==> src/rtl/slice_judge.sv <==
// slice_judge: per-frame block judgement (slice / miss / obstacle), one record per cycle, at most one event per block lifetime.
// Define SLICE_JUDGE_OBSTACLE_EN to enable obstacle hits; otherwise kind 3 records are ignored.
module slice_judge #(
    parameter int NUM_BLOCKS  = 16,
    parameter int HIT_Z       = 1024,
    parameter int MISS_Z      = 256,
    parameter int SPAWN_Z     = 8192,
    parameter int HIT_RADIUS  = 64,
    parameter int OBST_HALF_W = 128,
    localparam int IDW = $clog2(NUM_BLOCKS)
) (
    input  logic           clk_in,
    input  logic           rst_in,
    input  logic           frame_start,
    input  logic [10:0]    saber_x,
    input  logic [9:0]     saber_y,
    input  logic [10:0]    player_x,
    input  logic           blk_valid,
    output logic           blk_ready,
    input  logic           blk_last,
    input  logic [IDW-1:0] blk_id,
    input  logic [1:0]     blk_kind,
    input  logic [10:0]    blk_x,
    input  logic [9:0]     blk_y,
    input  logic [13:0]    blk_z,
    output logic           block_sliced,
    output logic           block_missed,
    output logic           player_hit_by_obstacle,
    output logic           scan_done
);
`ifdef SLICE_JUDGE_OBSTACLE_EN
    localparam bit OBST_EN = 1'b1;
`else
    localparam bit OBST_EN = 1'b0;
`endif
    localparam logic [13:0] HIT_ZW   = 14'(HIT_Z);
    localparam logic [13:0] MISS_ZW  = 14'(MISS_Z);
    localparam logic [13:0] SPAWN_ZW = 14'(SPAWN_Z);
    localparam logic [11:0] RAD      = 12'(HIT_RADIUS);
    localparam logic [11:0] HALF_W   = 12'(OBST_HALF_W);

    typedef enum logic [1:0] {IDLE, SCAN, DRAIN, DONE} state_t;

    state_t                state_q, state_d;
    logic                  drain_q, drain_d;
    logic [10:0]           sx_q, sx_d, px_q, px_d;
    logic [9:0]            sy_q, sy_d;
    logic                  s1_v_q, s1_v_d;
    logic [1:0]            s1_kind_q, s1_kind_d;
    logic [IDW-1:0]        s1_id_q, s1_id_d;
    logic [11:0]           s1_dx_q, s1_dx_d, s1_dy_q, s1_dy_d, s1_pdx_q, s1_pdx_d;
    logic                  s1_spawn_q, s1_spawn_d, s1_hit_q, s1_hit_d, s1_low_q, s1_low_d;
    logic [NUM_BLOCKS-1:0] flags_q, flags_d;
    logic                  sl_q, sl_d, ms_q, ms_d, ob_q, ob_d;
    logic                  live, obst;

    always_comb begin
        state_d = state_q;
        drain_d = 1'b0;
        sx_d    = sx_q;
        sy_d    = sy_q;
        px_d    = px_q;
        case (state_q)
            IDLE: if (frame_start) begin
                state_d = SCAN;
                sx_d    = saber_x;
                sy_d    = saber_y;
                px_d    = player_x;
            end
            SCAN: if (blk_valid && blk_last) state_d = DRAIN;
            DRAIN: begin
                drain_d = ~drain_q;
                if (drain_q) state_d = DONE;
            end
            default: state_d = IDLE;
        endcase
    end

    always_comb begin
        s1_v_d     = blk_valid && state_q == SCAN;
        s1_kind_d  = blk_kind;
        s1_id_d    = blk_id;
        s1_dx_d    = blk_x >= sx_q ? {1'b0, blk_x - sx_q} : {1'b0, sx_q - blk_x};
        s1_dy_d    = blk_y >= sy_q ? {2'b0, blk_y - sy_q} : {2'b0, sy_q - blk_y};
        s1_pdx_d   = blk_x >= px_q ? {1'b0, blk_x - px_q} : {1'b0, px_q - blk_x};
        s1_spawn_d = blk_z >= SPAWN_ZW;
        s1_hit_d   = blk_z > MISS_ZW && blk_z <= HIT_ZW;
        s1_low_d   = blk_z <= MISS_ZW;
    end

    // Flag read and write share this cycle, so a same-id record right behind sees the update.
    always_comb begin
        flags_d = flags_q;
        sl_d    = 1'b0;
        ms_d    = 1'b0;
        ob_d    = 1'b0;
        obst    = s1_kind_q == 2'd3;
        live    = s1_v_q && s1_kind_q != 2'd0 && (OBST_EN || !obst);
        if (live) begin
            if (s1_spawn_q) flags_d[s1_id_q] = 1'b0;
            else if (!flags_q[s1_id_q]) begin
                sl_d = !obst && s1_hit_q && s1_dx_q <= RAD && s1_dy_q <= RAD;
                ms_d = !obst && s1_low_q;
                ob_d = obst && s1_hit_q && s1_pdx_q <= HALF_W;
                flags_d[s1_id_q] = sl_d | ms_d | ob_d | (obst & s1_low_q);
            end
        end
    end

    always_ff @(posedge clk_in) begin
        if (rst_in) begin
            state_q    <= IDLE;
            drain_q    <= 1'b0;
            sx_q       <= '0;
            sy_q       <= '0;
            px_q       <= '0;
            s1_v_q     <= 1'b0;
            s1_kind_q  <= '0;
            s1_id_q    <= '0;
            s1_dx_q    <= '0;
            s1_dy_q    <= '0;
            s1_pdx_q   <= '0;
            s1_spawn_q <= 1'b0;
            s1_hit_q   <= 1'b0;
            s1_low_q   <= 1'b0;
            flags_q    <= '0;
            sl_q       <= 1'b0;
            ms_q       <= 1'b0;
            ob_q       <= 1'b0;
        end else begin
            state_q    <= state_d;
            drain_q    <= drain_d;
            sx_q       <= sx_d;
            sy_q       <= sy_d;
            px_q       <= px_d;
            s1_v_q     <= s1_v_d;
            s1_kind_q  <= s1_kind_d;
            s1_id_q    <= s1_id_d;
            s1_dx_q    <= s1_dx_d;
            s1_dy_q    <= s1_dy_d;
            s1_pdx_q   <= s1_pdx_d;
            s1_spawn_q <= s1_spawn_d;
            s1_hit_q   <= s1_hit_d;
            s1_low_q   <= s1_low_d;
            flags_q    <= flags_d;
            sl_q       <= sl_d;
            ms_q       <= ms_d;
            ob_q       <= ob_d;
        end
    end

    assign blk_ready              = state_q == SCAN;
    assign scan_done              = state_q == DONE;
    assign block_sliced           = sl_q;
    assign block_missed           = ms_q;
    assign player_hit_by_obstacle = ob_q;
endmodule

==> config.mk <==
export PLATFORM = sky130hd
export DESIGN_NAME = slice_judge
export DESIGN_NICKNAME = d
export VERILOG_FILES = /design/src/rtl/slice_judge.sv
export SDC_FILE = /design/constraint.sdc
export NUM_CORES = 1
export LEC_CHECK = 0
export ABC_AREA = 1
export CORE_MARGIN = 2
export CORE_UTILIZATION = 30
export DETAILED_ROUTE_END_ITERATION = 8
export DONT_BUFFER_PORTS = 1
export PLACE_DENSITY_LB_ADDON = 0.12
export SETUP_SLACK_MARGIN = 0.5
export SLEW_MARGIN = 25
export SYNTH_ARGS = -nofsm -noshare
export SYNTH_HDL_FRONTEND = slang
export SYNTH_SLANG_ARGS = --single-unit
==> constraint.sdc <==
create_clock -name clk_in -period 4.7 [get_ports clk_in]
set_input_delay 0.235 -clock clk_in [delete_from_list [all_inputs] [get_ports clk_in]]
set_output_delay 0.235 -clock clk_in [all_outputs]
set_load 0.01 [all_outputs]
* Yosys cells after proc, flatten, opt, wreduce, memory -nomap -nowiden
Cells that the tools add are included.
** Cells by class
- Add/subtract/negate cells :: 6
- Bitwise gates (word level) :: 9
- Muxes and demuxes :: 14
- $lt $le $gt $ge :: 12
- Eq/ne operators :: 8
- Reduce and logical (&&, ||, !) cells :: 20
** Operators by type and width (number)
- subtractor 11 bit :: 4
- 2-to-1 mux 16 bit :: 2
- <= comparator 12 x 7 -> 1 bit, second input constant :: 2
- >= comparator 11 bit :: 2
- 2-to-1 mux 11 bit :: 2
- subtractor 10 bit :: 2
- AND 16 bit :: 1
- bitwise mux 16 bit :: 1
- NOT 16 bit :: 1
- >= comparator 14 bit, second input constant :: 1
- > comparator 14 x 9 -> 1 bit, second input constant :: 1
- <= comparator 14 x 11 -> 1 bit, second input constant :: 1
- <= comparator 14 x 9 -> 1 bit, second input constant :: 1
- <= comparator 12 x 8 -> 1 bit, second input constant :: 1
- logical AND 1 bit :: 12
- >= comparator 10 bit :: 1
- 2-to-1 mux 10 bit :: 1
- equality test 2 bit, second input constant :: 3
- 2-to-1 mux 2 bit :: 3
- != test 2 bit, second input constant :: 3
- one-hot mux 2 bit (3 select lines) :: 1
- less-than comparator 4 x 5 -> 1 bit, second input constant :: 1
- binary-select mux 1 bit (select 4 bit) :: 1
- demux 1 bit (select 4 bit) :: 1
- 14 further kinds :: 20
** Storage, ports and cells
- Input port bits :: 78
- Logic and storage cells :: 87
- Register bits :: 100

* Depth between registers and ports, before layout
Gate-level depths: netlist of the first run.
- Depth after elaboration :: 11
- Mapped depth :: 13

* Worst setup path after synthesis of the first run
OpenSTA, ideal clock, no wires.
- Kind :: register to register
- Start point :: register sx_q[2]
- End point :: register s1_dx_q[1]
- Setup slack :: 2980 ps
- Arrival :: 1601 ps
- Library setup time :: 119 ps
- Required time :: 4581 ps
- Period minus slack after synthesis :: 1720 ps
- Stages on the path, launching flop included :: 11
- Path through :: dfxtp_1 > ha_1 > buf_2 > a21oi_1 > o21ai_1 > nand2_1 > nand2_1 > a21oi_2 > nand2_1 > nand2_1 > a21oi_1
** On the way
- Longest elaborated chain between the ends :: 2
** Ends and longest elaborated chain
- start, declared :: RTL line 46 : logic [10:0] sx_q, sx_d, px_q, px_d;
- start signal, assigned :: RTL line 114 : sx_q <= '0;
- start signal, assigned :: RTL line 133 : sx_q <= sx_d;
- >= comparator 11 bit :: RTL line 83 : s1_dx_d = blk_x >= sx_q ? {1'b0, blk_x - sx_q} : {1'b0, sx_q - blk_x};
- 2-to-1 mux 11 bit :: RTL line 83
- end signal, assigned :: RTL line 120 : s1_dx_q <= '0;
- end signal, assigned :: RTL line 139 : s1_dx_q <= s1_dx_d;
- end, declared :: RTL line 51 : logic [11:0] s1_dx_q, s1_dx_d, s1_dy_q, s1_dy_d, s1_pdx_q, s1_pdx_d;
Every way passes these cells.
A chain may end at the register's enable or synchronous reset.

* Worst setup path in the final report of the first run
- Start point :: register px_q[2]
- End point :: register s1_pdx_q[9]
** On the way
- Longest elaborated chain between the ends :: 2
** Ends and longest elaborated chain
- start, declared :: RTL line 46
- start signal, assigned :: RTL line 135 : px_q <= px_d;
- subtractor 11 bit / >= comparator 11 bit (equally long branches) :: RTL line 85 : s1_pdx_d = blk_x >= px_q ? {1'b0, blk_x - px_q} : {1'b0, px_q - blk_x};
- 2-to-1 mux 11 bit * :: RTL line 85
- end signal, assigned :: RTL line 141 : s1_pdx_q <= s1_pdx_d;
- end, declared :: RTL line 51
Mark *: on every way between the ends. The rest lies on a longest branch, timed or not.

==> impl_results.md, run 1 <==
- Largest buffer count on any clock path: 2
- Max-slew violations: 0
- Routed Wire Length: 18.6 mm
- Post-route ant nets: 0
- Vias after detailed routing: 6,007
- Area of combinational cells with multiple inputs: 0.00423 sq mm
- Syn avg cell area: 6.70 sq um
- Die Y: 156 um
- Result of the run: finished, final reports clean
- Worst hold slack: 0.0168 ns
- Least-Margin Pin Slew: 0.711 ns
- Busiest layer in global routing: met2
- Number of H-tree branching levels: 3
- Post-DR wirelength/cell: 14.3 um
- Sequential-to-total area share from yosys stat: 0.278
- Width of the die: 156 um
- Number of nets in the finished design: 1,159
- Clock period minus final worst setup slack: 2.25 ns
- Synth unique cells: 37
- Warning count from the yosys run: 0
- Vias in the first global route: 5,962
- Startpoint of the worst register-to-register path: px_q[2]
- Number of DRC violations after detailed-routing iteration 0: 306
- Max-slew headroom: 0.524
- Final count of negative-setup-slack endpoints: 0
- Initial Utilization: 0.305
- Clk sinks: 96
- Synthesized netlist net count: 1,181
- Count of endpoints failing hold in the final timing report: 0
- Vias per std cell: 4.62
- Layout cell share with drive strength beyond 1: 0.0335
- Clock slew at reported path FFs: 0.08 ns
- Overflow after GRT: 0
- Portion of the clock cycle consumed by the worst path in the final layout: 0.480
- Core Box Area: 0.0226 sq mm
- Count of unresolved DRC violations after routing: 0
- Max Clock Skew: 0.00973 ns
- Layout overhead on the synthesized area: 7.64%
- Global routing usage on met1: 0.205
- Critical Path Start Type: flip-flop
- Most common cell after layout, fill and taps aside: nand2_1
- Critical path arrival: 2.50 ns
- IO Count: 83
- Worst setup path category: flip-flop to flip-flop
- Antenna fix cells: 0
- Iteration count of the initial detailed-routing pass: 5
- Synth Register Bits: 96
- Overall routing resource usage: 0.157
- Leakage power: 3.45 nW
- Pin count of the biggest net entering global routing: 65
- Synth Cell Area: 0.00691 sq mm
- Achievable frequency: 444 MHz
- FP Rows: 55
- Number of buffers inserted during clock tree synthesis: 9
- First-pass GRT wire length: 30.4 mm
- RSZ-0062 raised after global routing: no
- Post-CTS Repair Setup Buffers: 0
- Die Footprint: 0.0243 sq mm
- Top fanout value on the critical path: 12
- Final GP Congestion: 0.811
- IO buf count: 0
- Antenna violations before repair: 0
- Kind of end point of the critical path: flip-flop
- Sequential cell area: 0.00192 sq mm
- HPWL after DPL: 14.7 mm
- Clock tree from TritonCTS: yes
- Worst Hold Class: primary input to flip-flop
- Most used cells in the layout excluding fill and tap cells: 227 x nand2_1, 142 x inv_1, 108 x nor2_1
- Setup TNS: 0 ns
- CP Data Required Time: 4.94 ns
- Cells after Synth: 1,032
- GR Util met2: 0.261
- Final-layout fill cell count: 2,487
- Worst vdd ir: 0.000156 V
- Power per standard cell area: 468 mW/mm^2
- Maximum Capacitance Violations: 0
- Critical path launch point: px_q[2]
- CTS Root Buffer Type: clkbuf_16
- Fraction of met3 tracks used by global routing: 0.0342
- Clock latency at the later pin of the worst-skew pair: 0.36 ns
- Startpoint of the most critical hold path: blk_valid
state kept, by name, indices dropped and copies added (netlist names), 2 cells and up:
name       cells
s1_dx_q       11
s1_dy_q       10
state_q        2
s1_id_q        4
s1_pdx_q      11
sx_q          11
flags_q       16
px_q          11
sy_q          10
s1_kind_q      2
cell type report:
class / instances / share of cell area
Tap cell: 285 / 0.0479
Clock inverter: 7 / 0.00757
Timing Repair Buffer: 10 / 0.0138
Inverter: 146 / 0.0737
Multi-Input combinational cell: 747 / 0.568
Clock buffer: 9 / 0.0303
Sequential cell: 96 / 0.258
routing by layer:
metal	part of all wire	routed length, um
met4	0.018	344
met1	0.49	9080
met2	0.46	8480
met3	0.037	693
met5	0	0
through the flow:
step	cells	setup slack (ns)	instance area, sq um	utilization	power [mW]
after floorplan	1032	2.98	6910	-	2.39
after global placement	1277	2.46	7080	0.313	2.79
after detailed placement	1277	2.45	7080	0.313	2.76
after CTS	1300	2.43	7440	0.329	3.53
after global routing	1300	2.16	7440	0.329	3.81
final	1300	2.45	7440	0.329	3.48
what timing repair did:
item | 4_1_cts | 5_1_grt
resized for setup | 0 | 0
hold buffers | 7 | 0
hold endpoints to repair | 39 | 0
synthesized netlist by cell type:
cell type | number | share of area
o21ai_4 | 1 | 0.0024
or2_2 | 1 | 0.00091
a21oi_2 | 2 | 0.0025
dfxtp_1 | 96 | 0.28
nor3_1 | 7 | 0.0051
xor2_1 | 36 | 0.046
nor2_1 | 108 | 0.059
nand2_2 | 2 | 0.0018
o21ai_0 | 47 | 0.034
and2_1 | 1 | 0.00091
nor2_2 | 1 | 0.00091
nand3b_1 | 7 | 0.0076
ha_1 | 65 | 0.12
a21oi_1 | 108 | 0.078
conb_1 | 1 | 0.00054
clkbuf_1 | 18 | 0.0098
clkinv_1 | 1 | 0.00054
buf_6 | 3 | 0.0049
o21bai_1 | 7 | 0.0076
nand2_1 | 228 | 0.12
fa_1 | 6 | 0.017
inv_1 | 142 | 0.077
a21boi_0 | 1 | 0.0011
xnor2_1 | 9 | 0.011
nand3_2 | 1 | 0.0014
a31oi_1 | 3 | 0.0027
o211ai_1 | 1 | 0.0011
buf_4 | 3 | 0.0033
nand4_1 | 24 | 0.022
a21o_1 | 7 | 0.0076
o21a_1 | 9 | 0.0098
nand3_1 | 43 | 0.031
a21oi_4 | 1 | 0.0024
o21ai_1 | 19 | 0.014
a41oi_1 | 1 | 0.0013
buf_2 | 19 | 0.014
inv_2 | 3 | 0.0016
worst max-delay path: stages (launching register included):
cell and delay, ns:
dfxtp_1 0.32, ha_1 0.38, a21oi_2 0.19, o21ai_1 0.13, a21oi_1 0.28, nor2_1 0.09, nor2_2 0.39, inv_2 0.18
nand2_1 0.12, a21oi_1 0.06
cells by family (layout without fill, tap and decap cells):
logic type,count (synthesis),in the layout,share of synthesized area
compound gates,207,207,0.164
xor+xnor,45,45,0.0570
simple gates,423,423,0.254
buf+inv,189,172,0.111
fa+ha+maj,71,71,0.135
other cells,1,1,0.000543
flops,96,96,0.278
path summary, 6_finish.rpt:
check / to / slack (ns) / cells after the start
worst min register to register: block_missed / 0.45 / 2
worst max-delay path: s1_pdx_q[9] / 2.45 / 9
worst min-delay path: s1_v_q / 0.02 / 2
worst max register to register: s1_pdx_q[9] / 2.45 / 9
where the power goes:
group | total, mW | internal (mW) | switching [mW]
combinational | 1.66 | 0.603 | 1.06
clock | 0.728 | 0.366 | 0.362
sequential | 1.09 | 1.01 | 0.0805
total | 3.48 | 1.98 | 1.50
(Power assumes the default switching activity.)
==> run 2, diff against run 1 <==
- ABC_AREA: 1 -> 0
- clock period: 4.7 -> 2 ns (I/O delays scaled with it)
==> run 2 against run 1 <==
  * Final cell count down 1.5%
  * Worst hold slack worse by 0.012 ns
  * Global-route usage up 2.7 points
  * Clock skew about the same
  * Sequential share of layout area down 6.0 points
  * Critical endpoint unchanged
  * Highest routed layer unchanged
  * Synthesized cell count down 22%
  * Non-clock buffer count up 203
  * The flow now finishes with violations (negative setup slack)
==> impl_results.md, run 2 <==
- Top cells by area in the synthesized netlist: dfxtp_1 29%, ha_1 12%, nand2_1 5.5%, a21oi_1 5.0%, nor2b_1 4.5%
- Share of total power consumed by net switching: 0.365
- Most used standard cells in the synthesized netlist: 97 x nand2_1, 96 x dfxtp_1, 69 x inv_1
- Worst Hold Depth: 2
- Pin count of the biggest net entering global routing: 61
- Vias per std cell: 5.00
- Max-slew headroom: 0.519
- Largest buffer count on any clock path: 2
- Cell area after placement: 0.00788 sq mm
- Critical path arrival: 2.53 ns
- Clock period minus final worst setup slack: 2.29 ns
- CP Data Required Time: 2.24 ns
- CP cell instances: inv_2 -> ha_4 -> nand4_1 -> or3_4 -> o21ai_4 -> a211oi_4 -> buf_6 -> buf_16 -> a32oi_4 -> mux2_4
- Number of DRC violations after detailed-routing iteration 0: 218
- Setup TNS: -5.07 ns
- Layout cell share with drive strength beyond 1: 0.373
- Portion of the clock cycle consumed by the worst path in the final layout: 1.15
- Final GP Congestion: 0.896
- Cells after Synth: 809
- Post-synthesis simple-gate area fraction: 0.216
- Max-slew violations: 0
- Final core occ: 0.461
- Critical path launch point: px_q[10]
- Synth Cell Area: 0.00657 sq mm
- Number of H-tree branching levels: 3
- Most used cells in the layout excluding fill and tap cells: 128 x buf_4, 89 x nand2_1, 65 x dlygate4sd3_1
- Number of nets in the finished design: 1,145
- Largest family of logic cells by synthesized area: simple AND/OR/NAND/NOR gates
- Warning count from the yosys run: 0
- Count of endpoints failing hold in the final timing report: 0
- Area fraction in compound gates after synthesis: 0.193
- Clock tree from TritonCTS: yes
- Die Y: 152 um
- Overflow after GRT: 0
- Worst Hold Class: primary input to flip-flop
- Kind of end point of the critical path: flip-flop
- Proportion of synthesized area in mux cells: 0.0842
- IO Count: 83
- Most common cell after layout, fill and taps aside: buf_4
- First-pass GRT wire length: 34.6 mm
- Worst vdd ir: 0.000425 V
- Sequential-to-total area share from yosys stat: 0.293
- IO buf count: 0
- Layout overhead on the synthesized area: 52.2%
- CTS Root Buffer Type: clkbuf_16
- Number of synthesized flops with an enable pin: 0
- Clk sinks: 96
- Syn avg cell area: 8.12 sq um
- RSZ-0062 raised after global routing: yes
- Maximum Capacitance Violations: 0
- Slowest stage delay, CP: 0.39 ns
- Count of unresolved DRC violations after routing: 0
- Internal power: 5.44 mW
- Achievable frequency: 437 MHz
- Power per standard cell area: 857 mW/mm^2
- Width of the die: 152 um
- Synth unique cells: 67
- Max Clock Skew: 0.00930 ns
- Post-synth top area share: 0.293
- Adder and majority gate portion of the synthesized area: 0.142
- Switching power summed over all nets: 3.13 mW
- Overall routing resource usage: 0.185
- Startpoint of the most critical hold path: blk_z[8]
- Async set-or-reset flop fraction in the synthesized netlist: 0
- Result of the run: finished with violations
- R2r worst-path depth: 10
- Top fanout value on the critical path: 5
- Final count of negative-setup-slack endpoints: 37
- Sequential power share: 0.293
- Violations in the final reports: negative setup slack
- Iteration count of the initial detailed-routing pass: 4
- Register name with the most flops: flags_q
- Leakage power: 4.02 nW
- Antenna fix cells: 0
- Core Box Area: 0.0217 sq mm
- Synth Register Bits: 96
- Logic gate share of total power: 0.511
- Synthesized netlist net count: 958
- Minimum setup slack in the final design: -0.290 ns
- Startpoint of the worst register-to-register path: px_q[10]
- HPWL after DPL: 14.7 mm
- Initial Utilization: 0.303
- Least-Margin Pin Slew: 0.719 ns
- Cell with the most instances after synthesis: nand2_1
- Cell with the largest stage delay on the worst path: or3_4
- Post-synthesis cell type with the largest combined area: dfxtp_1
- Vias in the first global route: 6,749
- Post-DR wirelength/cell: 16.8 um
- Clock power frac: 0.196
- Clock latency at the later pin of the worst-skew pair: 0.35 ns
- Number of buffers inserted during clock tree synthesis: 9
- FP Rows: 54
- Post-route ant nets: 0
- Clock slew at reported path FFs: 0.07 ns
- Worst setup path category: flip-flop to flip-flop
- Antenna violations before repair: 0
- Leading register cell type out of synthesis: dfxtp_1
- Finished layout cell area: 0.00999 sq mm
- Critical Path Start Type: flip-flop
- Xor/xnor share of the synthesized area: 0.00133
- Routed Wire Length: 21.6 mm
- Vias after detailed routing: 6,408
- Die Footprint: 0.0231 sq mm
- Largest register FFs: 16
run 2: power by group through the flow:
stage | sequential, mW | clock [mW] | combinational, mW
CTS | 2.48 | 1.75 | 4.03
global placement | 2.45 | 0 | 3.29
global route | 2.55 | 1.82 | 4.77
floorplan | 2.41 | 0 | 2.23
finish | 2.51 | 1.68 | 4.38
detailed placement | 2.46 | 0 | 3.34
run 2: cells by family after synthesis:
family	Yosys count
xor+xnor	1
flops	96
simple gates	291
mux	46
fa+ha+maj	71
compound gates	196
buf+inv	107
other cells	1
run 2: per-stage QoR:
stage	instances	hold WS (ns)	setup WS (ns)	total power, mW
after floorplan	809	0.223	-0.138	4.64
after global placement	1166	0.184	-0.322	5.74
after detailed placement	1166	0.184	-0.365	5.80
after CTS	1275	0.000835	-0.325	8.26
after global routing	1281	0.00132	-0.346	9.15
final	1281	0.00501	-0.290	8.57
run 2: worst max-delay path, delay by kind of cell, from the launching register on:
family                   cells  cell delay [ns]
multiplexers                 1             0.32
adder cells (fa/ha/maj)      1             0.26
AND/OR/NAND/NOR              2             0.58
AO/OA/AOI/OAI                3             0.38
flip-flops                   1             0.33
buffers and inverters        3             0.30
run 2: final cells by class:
| class | count | area, sq um |
|---|---|---|
| clock buffer | 12 | 246 |
| tap | 280 | 350 |
| multi-input combinational | 607 | 5230 |
| inverter | 69 | 264 |
| clock inverter | 4 | 28.8 |
| fill | 2134 | 11700 |
| sequential | 96 | 1980 |
| timing repair buffer | 213 | 1890 |
run 2: routing by layer:
| metal | vias up | track usage | wire length, um |
|---|---|---|---|
| met4 | 0 | 0.0498 | 383 |
| met2 | 120 | 0.323 | 10800 |
| li1 | 3173 | - | - |
| met1 | 3092 | 0.229 | 9470 |
| met5 | - | 0 | 0 |
| met3 | 23 | 0.0408 | 899 |
run 2: final timing paths:
path	endpoint	slack, ns
worst max-delay path	s1_pdx_q[9]	-0.29
worst min-delay path	s1_hit_q	0.005
worst max register to register	s1_pdx_q[9]	-0.29
worst min register to register	sy_q[9]	0.47
run 2: what timing repair did:
item / 4_1_cts / 5_1_grt
pin swaps: 64 / 32
endpoints found under the setup margin: 49 / 58
hold buffers: 66 / 0
resized for setup: 127 / 78
setup buffers: 25 / 6
hold endpoints to repair: 83 / 0
cloned: 2 / 0
==> run 3, diff against run 2 <==
- BUFFER_PORTS_ARGS: unset -> -buffer_cell sky130_fd_sc_hd__buf_2
- CTS_BUF_LIST: unset -> sky130_fd_sc_hd__clkbuf_4
- DONT_BUFFER_PORTS: 1 -> unset
- HOLD_SLACK_MARGIN: unset -> 0.12
==> run 3 against run 2 <==
  * The run still ends with negative setup slack left
  * Register-to-register slack improved by 0.02 ns
  * Non-clock buffer count is 92 higher
  * Combinational power is essentially flat
  * Clock power down 33%
  * First-iteration DRC count increased by 6.0%
  * Setup slack better by 0.017 ns
  * Critical path depth is 1 lower
  * Wire length down 5.1%
  * Worst hold slack better by 0.16 ns
  * Critical endpoint is now s1_pdx_q[10]
==> impl_results.md, run 3 (synthesized netlist as in run 2, its figures left out) <==
- Result of the run: finished with violations
- Violations in the final reports: negative setup slack
- Vias after detailed routing: 6,413
- Worst hold slack: 0.167 ns
- Number of DRC violations after detailed-routing iteration 0: 231
- GR Util met2: 0.311
- Critical path arrival: 2.67 ns
- Leakage power: 4.37 nW
- Clock slew at reported path FFs: 0.18 ns
- Placed insts: 1,275
- Most common cell after layout, fill and taps aside: buf_4
- Startpoint of the most critical hold path: blk_x[1]
- Most used cells in the layout excluding fill and tap cells: 142 x buf_4, 93 x nand2_1, 81 x buf_2
- Busiest layer in global routing: met2
- Die Y: 152 um
- Worst setup path category: flip-flop to flip-flop
- Clock tree from TritonCTS: yes
- Cell area after placement: 0.00850 sq mm
- Vias in the first global route: 6,573
- Minimum setup slack in the final design: -0.273 ns
- FP Rows: 54
- Final-layout fill cell count: 2,112
- Final GP Congestion: 0.815
- Power per standard cell area: 770 mW/mm^2
- Worst Hold Class: primary input to flip-flop
- Largest register FFs: 16
- Sequential cell area: 0.00199 sq mm
- Iteration count of the initial detailed-routing pass: 5
- Layout cell share with drive strength beyond 1: 0.440
- Antenna violations before repair: 1
- Layout overhead on the synthesized area: 58.1%
- R2r worst-path depth: 9
- Global routing usage on met1: 0.228
- Overflow after GRT: 0
- Register name with the most flops: flags_q
- Portion of the clock cycle consumed by the worst path in the final layout: 1.14
- Die Footprint: 0.0231 sq mm
- Routed Wire Length: 20.4 mm
- Achievable frequency: 440 MHz
- Worst vdd ir: 0.000328 V
- Reg2reg setup slack: -0.27 ns
- Top fanout value on the critical path: 3
- Count of unresolved DRC violations after routing: 0
- Post-DR wirelength/cell: 14.9 um
- Maximum Capacitance Violations: 0
- Clk sinks: 96
- Startpoint of the worst register-to-register path: px_q[0]
- Fraction of met3 tracks used by global routing: 0.0231
- Count of endpoints failing hold in the final timing report: 0
- Initial Utilization: 0.303
- Critical Path Start Type: flip-flop
- First-pass GRT wire length: 33.1 mm
- Overall routing resource usage: 0.175
- Core Box Area: 0.0217 sq mm
- Largest buffer count on any clock path: 2
- Number of buffers inserted during clock tree synthesis: 9
- Capturing point of the worst reg2reg path: s1_pdx_q[10]
- Clock latency at the later pin of the worst-skew pair: 0.51 ns
- Area of combinational cells with multiple inputs: 0.00527 sq mm
- Max Clock Skew: 0.0406 ns
- Number of nets in the finished design: 1,236
- IO Count: 83
- Kind of end point of the critical path: flip-flop
- Clock period minus final worst setup slack: 2.27 ns
- Max-slew violations: 0
- CP Data Required Time: 2.40 ns
- Pin count of the biggest net entering global routing: 45
- RSZ-0062 raised after global routing: yes
- HPWL after DPL: 14.7 mm
- End of the worst hold path: s1_pdx_q[1]
- Worst Hold Depth: 4
- Final cell count without fillers: 1,373
- Post-route ant nets: 0
- CTS Root Buffer Type: clkbuf_4
- Width of the die: 152 um
- Vias per std cell: 4.67
- IO buf count: 82
- Final count of negative-setup-slack endpoints: 42
- Finished layout cell area: 0.0104 sq mm
- Number of H-tree branching levels: 3
==> run 3: layout make-up <==
class,instances,share of cell area
Multi-Input combinational cell,606,0.507
Timing Repair Buffer,305,0.229
Sequential cell,96,0.191
Tap cell,280,0.0337
Inverter,69,0.0249
Clock inverter,7,0.00735
Clock buffer,9,0.00651
Antenna cell,1,0.000241
==> run 3: power by group <==
group	switching, mW	internal (mW)
clock	0.813	0.304
sequential	0.225	2.26
combinational	2.05	2.34
total	3.09	4.91
==> run 3: stage by stage <==
step	setup slack [ns]	power (mW)	util	TNS (ns)
4_1_cts	-0.288	7.74	0.460	-5.71
2_1_floorplan	-0.138	4.64	-	-1.90
6_report	-0.273	8.00	0.479	-5.14
5_1_grt	-0.411	8.60	0.479	-10.19
3_5_place_dp	-0.356	5.98	0.392	-8.11
3_3_place_gp	-0.322	5.98	0.392	-7.10
==> run 3: worst max-delay path: stages (launching register included) <==
cell      delay [ns]
dfxtp_2         0.40
inv_1           0.05
ha_1            0.21
fa_1            0.41
nor2b_2         0.15
o21ai_1         0.09
a21boi_2        0.21
o221ai_1        0.14
mux2i_1         0.19
mux2_1          0.33
==> run 3: what timing repair did <==
action	CTS	global route
setup buffers	17	8
pin swaps	49	32
setup endpoints to repair	50	60
endpoints found under the hold margin	45	0
hold buffers	56	0
gates cloned	0	0
gates resized for setup	136	81
==> run 3: worst max path at each step <==
stage | startpoint | endpoint | slack [ns] | cells after the start
6_report | px_q[0] | s1_pdx_q[10] | -0.27 | 9
5_1_grt | px_q[8] | s1_pdx_q[2] | -0.41 | 8
4_1_cts | px_q[10] | s1_pdx_q[5] | -0.29 | 9
3_5_place_dp | px_q[0] | s1_pdx_q[10] | -0.36 | 9
3_3_place_gp | px_q[0] | s1_pdx_q[10] | -0.32 | 9
2_1_floorplan | px_q[6] | s1_pdx_q[2] | -0.14 | 9
==> run 3: layer usage <==
layer,part of all wire,vias to the layer above
met5,0,-
met4,0.0073,0
met1,0.48,2985
li1,-,3351
met3,0.018,9
met2,0.49,68
